`src/rtl/lsu_ctrl_if.sv`:
```
// ----------------------------------------------------------------------------
// lsu_ctrl_if
//   Bundles the pipeline request/response handshake and the data memory port
//   of the load/store controller.
//   slave  : the view of lsu_ctrl itself (accepts requests, drives memory).
//   master : the view of the surrounding pipeline + memory.
//   Signals:
//     req_valid/req_ready/req_we/req_funct3/req_addr/req_wdata  request
//     rsp_valid/rsp_rdata/rsp_err                               response
//     mem_addr/mem_we/mem_wdata/mem_whb/mem_rdata               memory port
// ----------------------------------------------------------------------------
interface lsu_ctrl_if;
    logic        req_valid;
    logic        req_ready;
    logic        req_we;
    logic [2:0]  req_funct3;
    logic [31:0] req_addr;
    logic [31:0] req_wdata;
    logic        rsp_valid;
    logic [31:0] rsp_rdata;
    logic        rsp_err;
    logic [31:0] mem_addr;
    logic        mem_we;
    logic [31:0] mem_wdata;
    logic [2:0]  mem_whb;
    logic [31:0] mem_rdata;

    modport slave (
        input  req_valid, req_we, req_funct3, req_addr, req_wdata, mem_rdata,
        output req_ready, rsp_valid, rsp_rdata, rsp_err,
               mem_addr, mem_we, mem_wdata, mem_whb
    );

    modport master (
        output req_valid, req_we, req_funct3, req_addr, req_wdata, mem_rdata,
        input  req_ready, rsp_valid, rsp_rdata, rsp_err,
               mem_addr, mem_we, mem_wdata, mem_whb
    );
endinterface

```
`src/rtl/lsu_ctrl.sv`:
```
// ----------------------------------------------------------------------------
// lsu_ctrl
//   Core-side load/store initiator. Accepts one request at a time, maps RISC-V
//   funct3 onto memory whb codes, splits misaligned word accesses into two
//   halfword accesses (or flags them as errors when SPLIT_MISALIGNED=0) and
//   returns one registered response pulse per request.
//   Ports:
//     clk  : clock, all state on posedge
//     rst  : synchronous active-high reset
//     bus  : lsu_ctrl_if.slave (request, response and memory port)
//   Memory whb codes: 000 B, 001 H, 010 W, 011 BU, 100 HU.
// ----------------------------------------------------------------------------
module lsu_ctrl #(
    parameter bit SPLIT_MISALIGNED = 1'b1
) (
    input  logic       clk,
    input  logic       rst,
    lsu_ctrl_if.slave  bus
);

    typedef enum logic [2:0] {
        IDLE = 3'd0,
        ACC  = 3'd1,
        LO   = 3'd2,
        HI   = 3'd3,
        ERR  = 3'd4,
        DONE = 3'd5
    } state_t;

    // Illegal funct3: loads 011/110/111, stores anything but B/H/W.
    function automatic logic f3_illegal(input logic we, input logic [2:0] f3);
        logic bad;
        case (f3)
            3'b000, 3'b001, 3'b010: bad = 1'b0;
            3'b100, 3'b101:         bad = we;
            default:                bad = 1'b1;
        endcase
        return bad;
    endfunction

    // funct3 -> memory whb code.
    function automatic logic [2:0] whb_map(input logic [2:0] f3);
        logic [2:0] code;
        case (f3)
            3'b000:  code = 3'b000;
            3'b001:  code = 3'b001;
            3'b010:  code = 3'b010;
            3'b100:  code = 3'b011;
            3'b101:  code = 3'b100;
            default: code = 3'b000;
        endcase
        return code;
    endfunction

    state_t      state_r;
    logic        we_r;
    logic [31:0] addr_r;
    logic [15:0] wdata_hi_r;   // upper store half, needed only for the HI access
    logic [15:0] lo_r;         // low half captured during LO
    logic        req_ready_r;
    logic        rsp_valid_r;
    logic [31:0] rsp_rdata_r;
    logic        rsp_err_r;
    logic [31:0] mem_addr_r;
    logic        mem_we_r;
    logic [31:0] mem_wdata_r;
    logic [2:0]  mem_whb_r;

    logic        illegal_s;
    logic        mis_word_s;
    logic [2:0]  whb_s;

    // Decode of the request currently offered on the bus.
    always_comb begin
        illegal_s  = f3_illegal(bus.req_we, bus.req_funct3);
        mis_word_s = (bus.req_funct3 == 3'b010) && (bus.req_addr[1:0] != 2'b00);
        whb_s      = whb_map(bus.req_funct3);
    end

    // Request/response FSM; all bus outputs are registered here.
    always_ff @(posedge clk) begin
        if (rst) begin
            state_r     <= IDLE;
            we_r        <= 1'b0;
            addr_r      <= 32'h0000_0000;
            wdata_hi_r  <= 16'h0000;
            lo_r        <= 16'h0000;
            req_ready_r <= 1'b1;
            rsp_valid_r <= 1'b0;
            rsp_rdata_r <= 32'h0000_0000;
            rsp_err_r   <= 1'b0;
            mem_addr_r  <= 32'h0000_0000;
            mem_we_r    <= 1'b0;
            mem_wdata_r <= 32'h0000_0000;
            mem_whb_r   <= 3'b000;
        end else begin
            case (state_r)
                IDLE: begin
                    if (bus.req_valid) begin
                        we_r        <= bus.req_we;
                        addr_r      <= bus.req_addr;
                        wdata_hi_r  <= bus.req_wdata[31:16];
                        req_ready_r <= 1'b0;
                        if (illegal_s || (mis_word_s && !SPLIT_MISALIGNED)) begin
                            // Error response is visible in the very next cycle.
                            state_r     <= ERR;
                            rsp_valid_r <= 1'b1;
                            rsp_err_r   <= 1'b1;
                            rsp_rdata_r <= 32'h0000_0000;
                        end else if (mis_word_s) begin
                            state_r     <= LO;
                            mem_addr_r  <= bus.req_addr;
                            mem_we_r    <= bus.req_we;
                            mem_whb_r   <= bus.req_we ? 3'b001 : 3'b100;
                            mem_wdata_r <= bus.req_we ? {16'h0000, bus.req_wdata[15:0]}
                                                      : 32'h0000_0000;
                        end else begin
                            state_r     <= ACC;
                            mem_addr_r  <= bus.req_addr;
                            mem_we_r    <= bus.req_we;
                            mem_whb_r   <= whb_s;
                            mem_wdata_r <= bus.req_we ? bus.req_wdata : 32'h0000_0000;
                        end
                    end else begin
                        state_r <= IDLE;
                    end
                end
                ACC: begin
                    state_r     <= DONE;
                    mem_addr_r  <= 32'h0000_0000;
                    mem_we_r    <= 1'b0;
                    mem_wdata_r <= 32'h0000_0000;
                    mem_whb_r   <= 3'b000;
                    rsp_valid_r <= 1'b1;
                    rsp_err_r   <= 1'b0;
                    rsp_rdata_r <= we_r ? 32'h0000_0000 : bus.mem_rdata;
                end
                LO: begin
                    // Second half keeps the same whb and write enable.
                    state_r     <= HI;
                    lo_r        <= bus.mem_rdata[15:0];
                    mem_addr_r  <= addr_r + 32'd2;
                    mem_wdata_r <= we_r ? {16'h0000, wdata_hi_r} : 32'h0000_0000;
                end
                HI: begin
                    state_r     <= DONE;
                    mem_addr_r  <= 32'h0000_0000;
                    mem_we_r    <= 1'b0;
                    mem_wdata_r <= 32'h0000_0000;
                    mem_whb_r   <= 3'b000;
                    rsp_valid_r <= 1'b1;
                    rsp_err_r   <= 1'b0;
                    rsp_rdata_r <= we_r ? 32'h0000_0000 : {bus.mem_rdata[15:0], lo_r};
                end
                ERR, DONE: begin
                    state_r     <= IDLE;
                    req_ready_r <= 1'b1;
                    rsp_valid_r <= 1'b0;
                    rsp_err_r   <= 1'b0;
                    rsp_rdata_r <= 32'h0000_0000;
                end
                default: begin
                    state_r     <= IDLE;
                    req_ready_r <= 1'b1;
                    rsp_valid_r <= 1'b0;
                    rsp_err_r   <= 1'b0;
                    rsp_rdata_r <= 32'h0000_0000;
                    mem_addr_r  <= 32'h0000_0000;
                    mem_we_r    <= 1'b0;
                    mem_wdata_r <= 32'h0000_0000;
                    mem_whb_r   <= 3'b000;
                end
            endcase
        end
    end

    assign bus.req_ready = req_ready_r;
    assign bus.rsp_valid = rsp_valid_r;
    assign bus.rsp_rdata = rsp_rdata_r;
    assign bus.rsp_err   = rsp_err_r;
    assign bus.mem_addr  = mem_addr_r;
    assign bus.mem_wdata = mem_wdata_r;
    assign bus.mem_whb   = mem_whb_r;
    // The write commits on the edge that ends the access cycle; if reset hits
    // that same edge the access is aborted, so it must not write either.
    assign bus.mem_we    = mem_we_r & ~rst;

endmodule

```
`src/flat_wrapper.sv`:
```
// flat-port wrapper written by rule: the top's interface ports become plain ports
module lsu_ctrl_flat 
#(
    parameter bit SPLIT_MISALIGNED = 1'b1
)
  (clk, rst, bus_req_valid, bus_req_we, bus_req_funct3, bus_req_addr, bus_req_wdata, bus_mem_rdata, bus_req_ready, bus_rsp_valid, bus_rsp_rdata, bus_rsp_err, bus_mem_addr, bus_mem_we, bus_mem_wdata, bus_mem_whb);
  lsu_ctrl_if bus_i ();
  input  logic clk;
  input  logic rst;
  input wire logic [$bits(bus_i.req_valid)-1:0] bus_req_valid;
  input wire logic [$bits(bus_i.req_we)-1:0] bus_req_we;
  input wire logic [$bits(bus_i.req_funct3)-1:0] bus_req_funct3;
  input wire logic [$bits(bus_i.req_addr)-1:0] bus_req_addr;
  input wire logic [$bits(bus_i.req_wdata)-1:0] bus_req_wdata;
  input wire logic [$bits(bus_i.mem_rdata)-1:0] bus_mem_rdata;
  output wire logic [$bits(bus_i.req_ready)-1:0] bus_req_ready;
  output wire logic [$bits(bus_i.rsp_valid)-1:0] bus_rsp_valid;
  output wire logic [$bits(bus_i.rsp_rdata)-1:0] bus_rsp_rdata;
  output wire logic [$bits(bus_i.rsp_err)-1:0] bus_rsp_err;
  output wire logic [$bits(bus_i.mem_addr)-1:0] bus_mem_addr;
  output wire logic [$bits(bus_i.mem_we)-1:0] bus_mem_we;
  output wire logic [$bits(bus_i.mem_wdata)-1:0] bus_mem_wdata;
  output wire logic [$bits(bus_i.mem_whb)-1:0] bus_mem_whb;
  assign bus_i.req_valid = bus_req_valid;
  assign bus_i.req_we = bus_req_we;
  assign bus_i.req_funct3 = bus_req_funct3;
  assign bus_i.req_addr = bus_req_addr;
  assign bus_i.req_wdata = bus_req_wdata;
  assign bus_i.mem_rdata = bus_mem_rdata;
  assign bus_req_ready = bus_i.req_ready;
  assign bus_rsp_valid = bus_i.rsp_valid;
  assign bus_rsp_rdata = bus_i.rsp_rdata;
  assign bus_rsp_err = bus_i.rsp_err;
  assign bus_mem_addr = bus_i.mem_addr;
  assign bus_mem_we = bus_i.mem_we;
  assign bus_mem_wdata = bus_i.mem_wdata;
  assign bus_mem_whb = bus_i.mem_whb;
  lsu_ctrl #(.SPLIT_MISALIGNED(SPLIT_MISALIGNED)) u_core (.clk(clk), .rst(rst), .bus(bus_i));
endmodule
```
`config.mk`:
```
export PLATFORM = sky130hd
export DESIGN_NAME = lsu_ctrl_flat
export DESIGN_NICKNAME = d
export VERILOG_FILES = /design/src/rtl/lsu_ctrl_if.sv /design/src/rtl/lsu_ctrl.sv /design/src/flat_wrapper.sv
export SDC_FILE = /design/constraint.sdc
export NUM_CORES = 1
export LEC_CHECK = 0
export CAP_MARGIN = 20
export CORE_ASPECT_RATIO = 0.7
export CORE_MARGIN = 2
export CORE_UTILIZATION = 31
export DETAILED_ROUTE_END_ITERATION = 6
export HOLD_SLACK_MARGIN = 0.08
export PLACE_DENSITY = 0.58
export SLEW_MARGIN = 20
export SYNTH_ARGS = -nofsm -noshare
export SYNTH_HDL_FRONTEND = slang
export SYNTH_SLANG_ARGS = --single-unit
export TNS_END_PERCENT = 20
```
`constraint.sdc`:
```
create_clock -name clk -period 3.35 [get_ports clk]
set_input_delay 0.335 -clock clk [delete_from_list [all_inputs] [get_ports clk]]
set_output_delay 0.335 -clock clk [all_outputs]
set_load 0.01 [all_outputs]
```
* Yosys cells after proc, flatten, opt, wreduce, memory -nomap -nowiden
Index checks and enable logic that the tools add are counted.
** Word-level totals
- ROM bits :: 0
- Word-level logic and storage cells :: 82
- Bits of input ports :: 103
- Bits in latches :: 0
- RAM bits :: 0
- Flip-flop bits (word level) :: 171
- Memories kept :: 0
** Cells by class
- Reductions and logical operators :: 15
- Add/subtract/negate cells :: 1
- Eq/ne operators :: 12
- Bitwise logic cells :: 6
- Div/mod/pow operators :: 0
- Shifts and indexed selects :: 0
- Mux-type cells :: 35
- Order comparisons :: 0
- Multiply operators :: 0
** Operators with widths (count)
- two-way mux 32 bit :: 10
- one-hot mux 32 bit (3 select lines) :: 2
- one-hot mux 32 bit (4 select lines) :: 1
- adder 32 x 2 -> 32 bit, second input constant :: 1
- two-way mux 16 bit :: 2
- two-way mux 3 bit :: 6
- equality test 3 bit, second input constant :: 4
- one-hot mux 3 bit (4 select lines) :: 1
- equality test 3 x 2 -> 1 bit, second input constant :: 3
- one-hot mux 3 bit (3 select lines) :: 1
- AND reduction 3 bit :: 3
- OR reduction 3 bit :: 3
- one-hot mux 1 bit (2 select lines) :: 4
- equality test 3 x 1 -> 1 bit, second input constant :: 2
- zero test 3 bit :: 2
- one-hot mux 3 bit (2 select lines) :: 1
- OR reduction 2 bit :: 3
- two-way mux 1 bit :: 5
- NOT 1 bit :: 5
- != test 2 bit, second input constant :: 2
- AND reduction 2 bit :: 2
- one-hot mux 1 bit (3 select lines) :: 1
- two-way mux 2 bit :: 1
- != test 2 x 1 -> 1 bit, second input constant :: 1
- other kinds (3) :: 3

* Depth between registers and ports, before layout
- Depth after elaboration :: 6
- Depth in mapped cells :: 9

* Worst setup path before layout
OpenSTA, ideal clock, no wires.
- Kind :: reg-to-reg
- Start point :: register u_core.addr_r[1]
- End point :: register u_core.mem_addr_r[9], in the netlist u_core.bus.mem_addr[9]
- Setup slack :: 1.439 ns
- Required time :: 3.233 ns
- Cell stages (with the launch flop) :: 8
- Data arrival time :: 1.793 ns
- Cell sequence :: dfxtp_1 > ha_1 > nand3_1 > or2_2 > clkbuf_1 > xnor2_1 > mux2_2 > a32o_1
** Between the ends
- Longest elaborated chain between the ends :: 2
** RTL lines
- start, declared :: RTL line lsu_ctrl.sv:57 : logic [31:0] addr_r;
- start signal, assigned :: RTL line lsu_ctrl.sv:101 : addr_r <= bus.req_addr;
- adder 32 x 2 -> 32 bit :: RTL line lsu_ctrl.sv:142 : mem_addr_r <= addr_r + 32'd2;
- one-hot mux 32 bit (3 select lines) :: RTL line lsu_ctrl.sv:97 : case (state_r)
- end signal, assigned :: RTL line lsu_ctrl.sv:112 : mem_addr_r <= bus.req_addr;
- end signal, assigned :: RTL line lsu_ctrl.sv:119 : mem_addr_r <= bus.req_addr;
- end signal, assigned :: RTL line lsu_ctrl.sv:142
- end, declared :: RTL line lsu_ctrl.sv:64 : logic [31:0] mem_addr_r;
No other way between the ends.
A chain may end at the register's enable or synchronous reset.

* Final worst setup path
- Start point :: register u_core.state_r[0]
- End point :: register u_core.mem_wdata_r[17], in the netlist u_core.bus.mem_wdata[17]
** Between the ends
- Longest elaborated chain between the ends :: 4
- Elaborated cells on any way between the ends :: 10
** RTL lines
- start, declared :: RTL line lsu_ctrl.sv:55 : state_t state_r;
- start signal, assigned :: RTL line lsu_ctrl.sv:83 : state_r <= IDLE;
- start signal, assigned :: RTL line lsu_ctrl.sv:106 : state_r <= ERR;
- start signal, assigned :: RTL line lsu_ctrl.sv:111 : state_r <= LO;
- equality test 3 bit :: RTL line lsu_ctrl.sv:97
- OR reduction 2 bit
- NOT 1 bit (no line)
- AND reduction 3 bit (no line)
- end signal, assigned :: RTL line lsu_ctrl.sv:115 : mem_wdata_r <= bus.req_we ? {16'h0000, bus.req_wdata[15:0]}
- end signal, assigned :: RTL line lsu_ctrl.sv:122 : mem_wdata_r <= bus.req_we ? bus.req_wdata : 32'h0000_0000;
- end signal, assigned :: RTL line lsu_ctrl.sv:143 : mem_wdata_r <= we_r ? {16'h0000, wdata_hi_r} : 32'h0000_0000;
- end, declared :: RTL line lsu_ctrl.sv:66 : logic [31:0] mem_wdata_r;
Parallel ways exist; a longest one is shown, timed or not.

==> reports/metrics.cfg <==
[outcome]
status=complete, but fails checks
failed_checks=design-rule violations

[sta]
setup-tns-final_ns=0
fmax_mhz=427.9
setup_viol_count_final=0
grt_setup_unrepaired=false
finClkSkew_ns=0.01610
holdWs_ns=0.3108
slew_viol_final=0
post-route-period-util_pct=69.76
period_minus_slack_ns=2.337
worst-slew-pin-transition_ns=0.7753
final_number_of_hold_violating_endpoints=0
max_slew_margin_pct=48.31

[cts]
cts_post_setup_buffers_inserted=0
root_buffer=sky130_fd_sc_hd__clkbuf_16
gates_resized_cts_repair=0
clock-sinks=171
ctsHtreeMaxLevel=4
worstSkewPairLatency_ns=0.43
tritoncts=done
clockBufferDepth=2
cts_inserted_buffers=17
clock_pin_slew_on_the_worst_setup_and_hold_paths_ns=0.07
cts_stage_hold_buffer_count=0

[route]
first_pass_drt_iterations=7
initialDrtViolationCount=611
final_antenna_net_count=0
vias_per_cell=5.246
wirelength_um=24290
via_count=7140
drcViolationCount=1
wl_per_cell_um=17.85

[synth]
synth.ff_latch_count=171
cell_type_with_the_largest_total_area_after_synthesis=sky130_fd_sc_hd__dfxtp_1
yosys_most_used_dff=sky130_fd_sc_hd__dfxtp_1
synth.yosys.seq_area_share_pct=47.38
synth_async_sr_flop_share_pct=0
cell_area_after_synthesis_um2=7226
synth.top_cell.area_share_pct=47.38
mapped_avg_cell_area_um2=8.305
synth.distinct_cells=68
synth_enable_flop_cells=0
postSynthCellCount=870
nets_in_the_synthesized_netlist=974
synth_area_leaders=sky130_fd_sc_hd__dfxtp_1 47%, sky130_fd_sc_hd__nand2_1 7.8%, sky130_fd_sc_hd__a21oi_1 6.9%
synth_warnings=0

[layout]
design_area_um2=10040
layout.cells.most_common=sky130_fd_sc_hd__clkdlybuf4s50_1
design.final.nets=1139
highest_count_cells_in_the_layout_ignoring_fill_and_taps=204 x sky130_fd_sc_hd__clkdlybuf4s50_1, 171 x sky130_fd_sc_hd__dfxtp_1, 150 x sky130_fd_sc_hd__nand2_1, 100 x sky130_fd_sc_hd__a21oi_1, 85 x sky130_fd_sc_hd__nor2_1
fraction_of_layout_cells_with_a_size_suffix_above_1_pct=6.584
number_of_inserted_filler_cells_in_the_final_layout=2305
syn_to_final_growth_pct=38.96

[place]
placer_congestion_estimate=0.8182
post-dp-hpwl_um=16350
port-buffer-count=205
placed_area_um2=9484

[pwr]
power.total_mw=5.223
p_leak_nw=3.489
p_per_area_nw_per_um2=520.2
peakVddDrop_mv=0.3467

[die]
starting_utilization_of_the_core_area_pct=31.70
row_count=46
coreArea_um2=22790
floorplan.die_area_um2=24570
chipWidth_um=186.5
die_h_um=131.7
io_pins=206

[critical_path]
startpoint_type=flip-flop
worst-path-max-fanout=18
crit_required_ns=3.71
crit_path_top_delay_cell=sky130_fd_sc_hd__and3_1
cell_family_contributing_the_most_delay_on_the_critical_path=simple AND/OR/NAND/NOR gates
path_cells=nor2b_1 > a311o_2 > and3_1 > a22oi_1 > nor2_1
critPathMaxStageDelay_ns=0.70
critical_path.endpoint_type=flip-flop
critPathArrivalTime_ns=2.69
critical_path_class=reg -> reg
crit_buf_inv=0

[global_route]
number_of_antenna_violations_at_the_first_check_in_global_routing=1
grt_remaining_overflow=0
grtUsageTotal_pct=19.34
first_global_vias=6653
maximum_number_of_pins_on_one_net_before_global_route_repair=73
wire_length_of_the_first_global_routing_pass_um=38050

[min_path]
hold_path_class=in -> reg

[job]
max-cap-violations=0

==> final timing paths <==
check	from	cells after the start	slack [ns]	endpoint
worst min register to register	u_core.bus.rsp_valid	2	0.46	u_core.bus.rsp_valid
worst max-delay path	u_core.state_r[0]	5	1.01	u_core.bus.mem_wdata[17]
worst min-delay path	rst	2	0.31	u_core.addr_r[10]
worst max register to register	u_core.state_r[0]	5	1.01	u_core.bus.mem_wdata[17]
==> metal layers <==
layer / global-route usage [%] / routed length (µm) / vias up
li1: - / - / 3480
met1: 29.01 / 12220 / 3372
met2: 26.76 / 9641 / 277
met3: 6.015 / 2277 / 11
met4: 4.277 / 155 / 0
met5: 0 / 0 / -
==> state kept, by name (all words and copies together) (netlist names), 3 cells and up <==
signal                count
u_core.bus.mem_wdata     32
u_core.bus.mem_whb        3
u_core.bus.rsp_rdata     32
u_core.lo_r              16
u_core.state_r            3
u_core.wdata_hi_r        16
u_core.bus.mem_addr      32
u_core.addr_r            32
==> worst register-to-register path, delay by kind of cell, from the launching register on <==
| family | cells | cell delay (ns) |
|---|---|---|
| DFF | 1 | 0.53 |
| and+or+nand+nor | 3 | 1.17 |
| AOI/OAI and AO/OA | 2 | 0.57 |
==> synthesized netlist by cell type, types with 12 or more instances <==
cell type,number
sky130_fd_sc_hd__nor3_1,32
sky130_fd_sc_hd__o21ai_0,33
sky130_fd_sc_hd__nand2_1,151
sky130_fd_sc_hd__xnor2_1,14
sky130_fd_sc_hd__nand3_1,17
sky130_fd_sc_hd__nor2_1,85
sky130_fd_sc_hd__dfxtp_1,171
sky130_fd_sc_hd__a21oi_1,100
sky130_fd_sc_hd__buf_2,12
sky130_fd_sc_hd__a221oi_1,24
sky130_fd_sc_hd__a22oi_1,16
sky130_fd_sc_hd__a222oi_1,32
sky130_fd_sc_hd__clkbuf_1,54
==> report_power, final <==
part           internal [mW]  switching (mW)  total, mW
clock network          0.982           0.924       1.91
logic                  0.477           0.530       1.01
registers               2.19           0.121       2.31
==> cell type report <==
class / instances / area [µm²] / area share, %
multi-input combinational: 612 / 3436 / 34.22
tap: 312 / 390.4 / 3.888
timing repair buffer: 223 / 2197 / 21.88
antenna: 1 / 2.502 / 0.02492
clock buffer: 18 / 429.2 / 4.274
clock inverter: 14 / 125.1 / 1.246
inverter: 10 / 37.54 / 0.3738
sequential: 171 / 3423 / 34.09
==> metrics by stage <==
stage / worst slack (ns) / util (%) / instances
after floorplan: 1.439 / - / 870
after global placement: 0.6840 / 41.61 / 1328
after detailed placement: 0.5955 / 41.61 / 1328
after CTS: 1.023 / 44.04 / 1360
after global routing: 0.8034 / 44.04 / 1360
final: 1.013 / 44.05 / 1361
==> cells by family after synthesis <==
| kind of cell | share of synthesized area (%) |
|---|---|
| AOI/OAI and AO/OA | 22.65 |
| DFF | 47.38 |
| xor gates and xnor gates | 2.182 |
| muxes | 0.5714 |
| adders and majority gates | 0.1731 |
| buffers and inverters | 5.489 |
| and+or+nand+nor | 21.56 |
No activity file was read; power rests on OpenSTA's default activity.
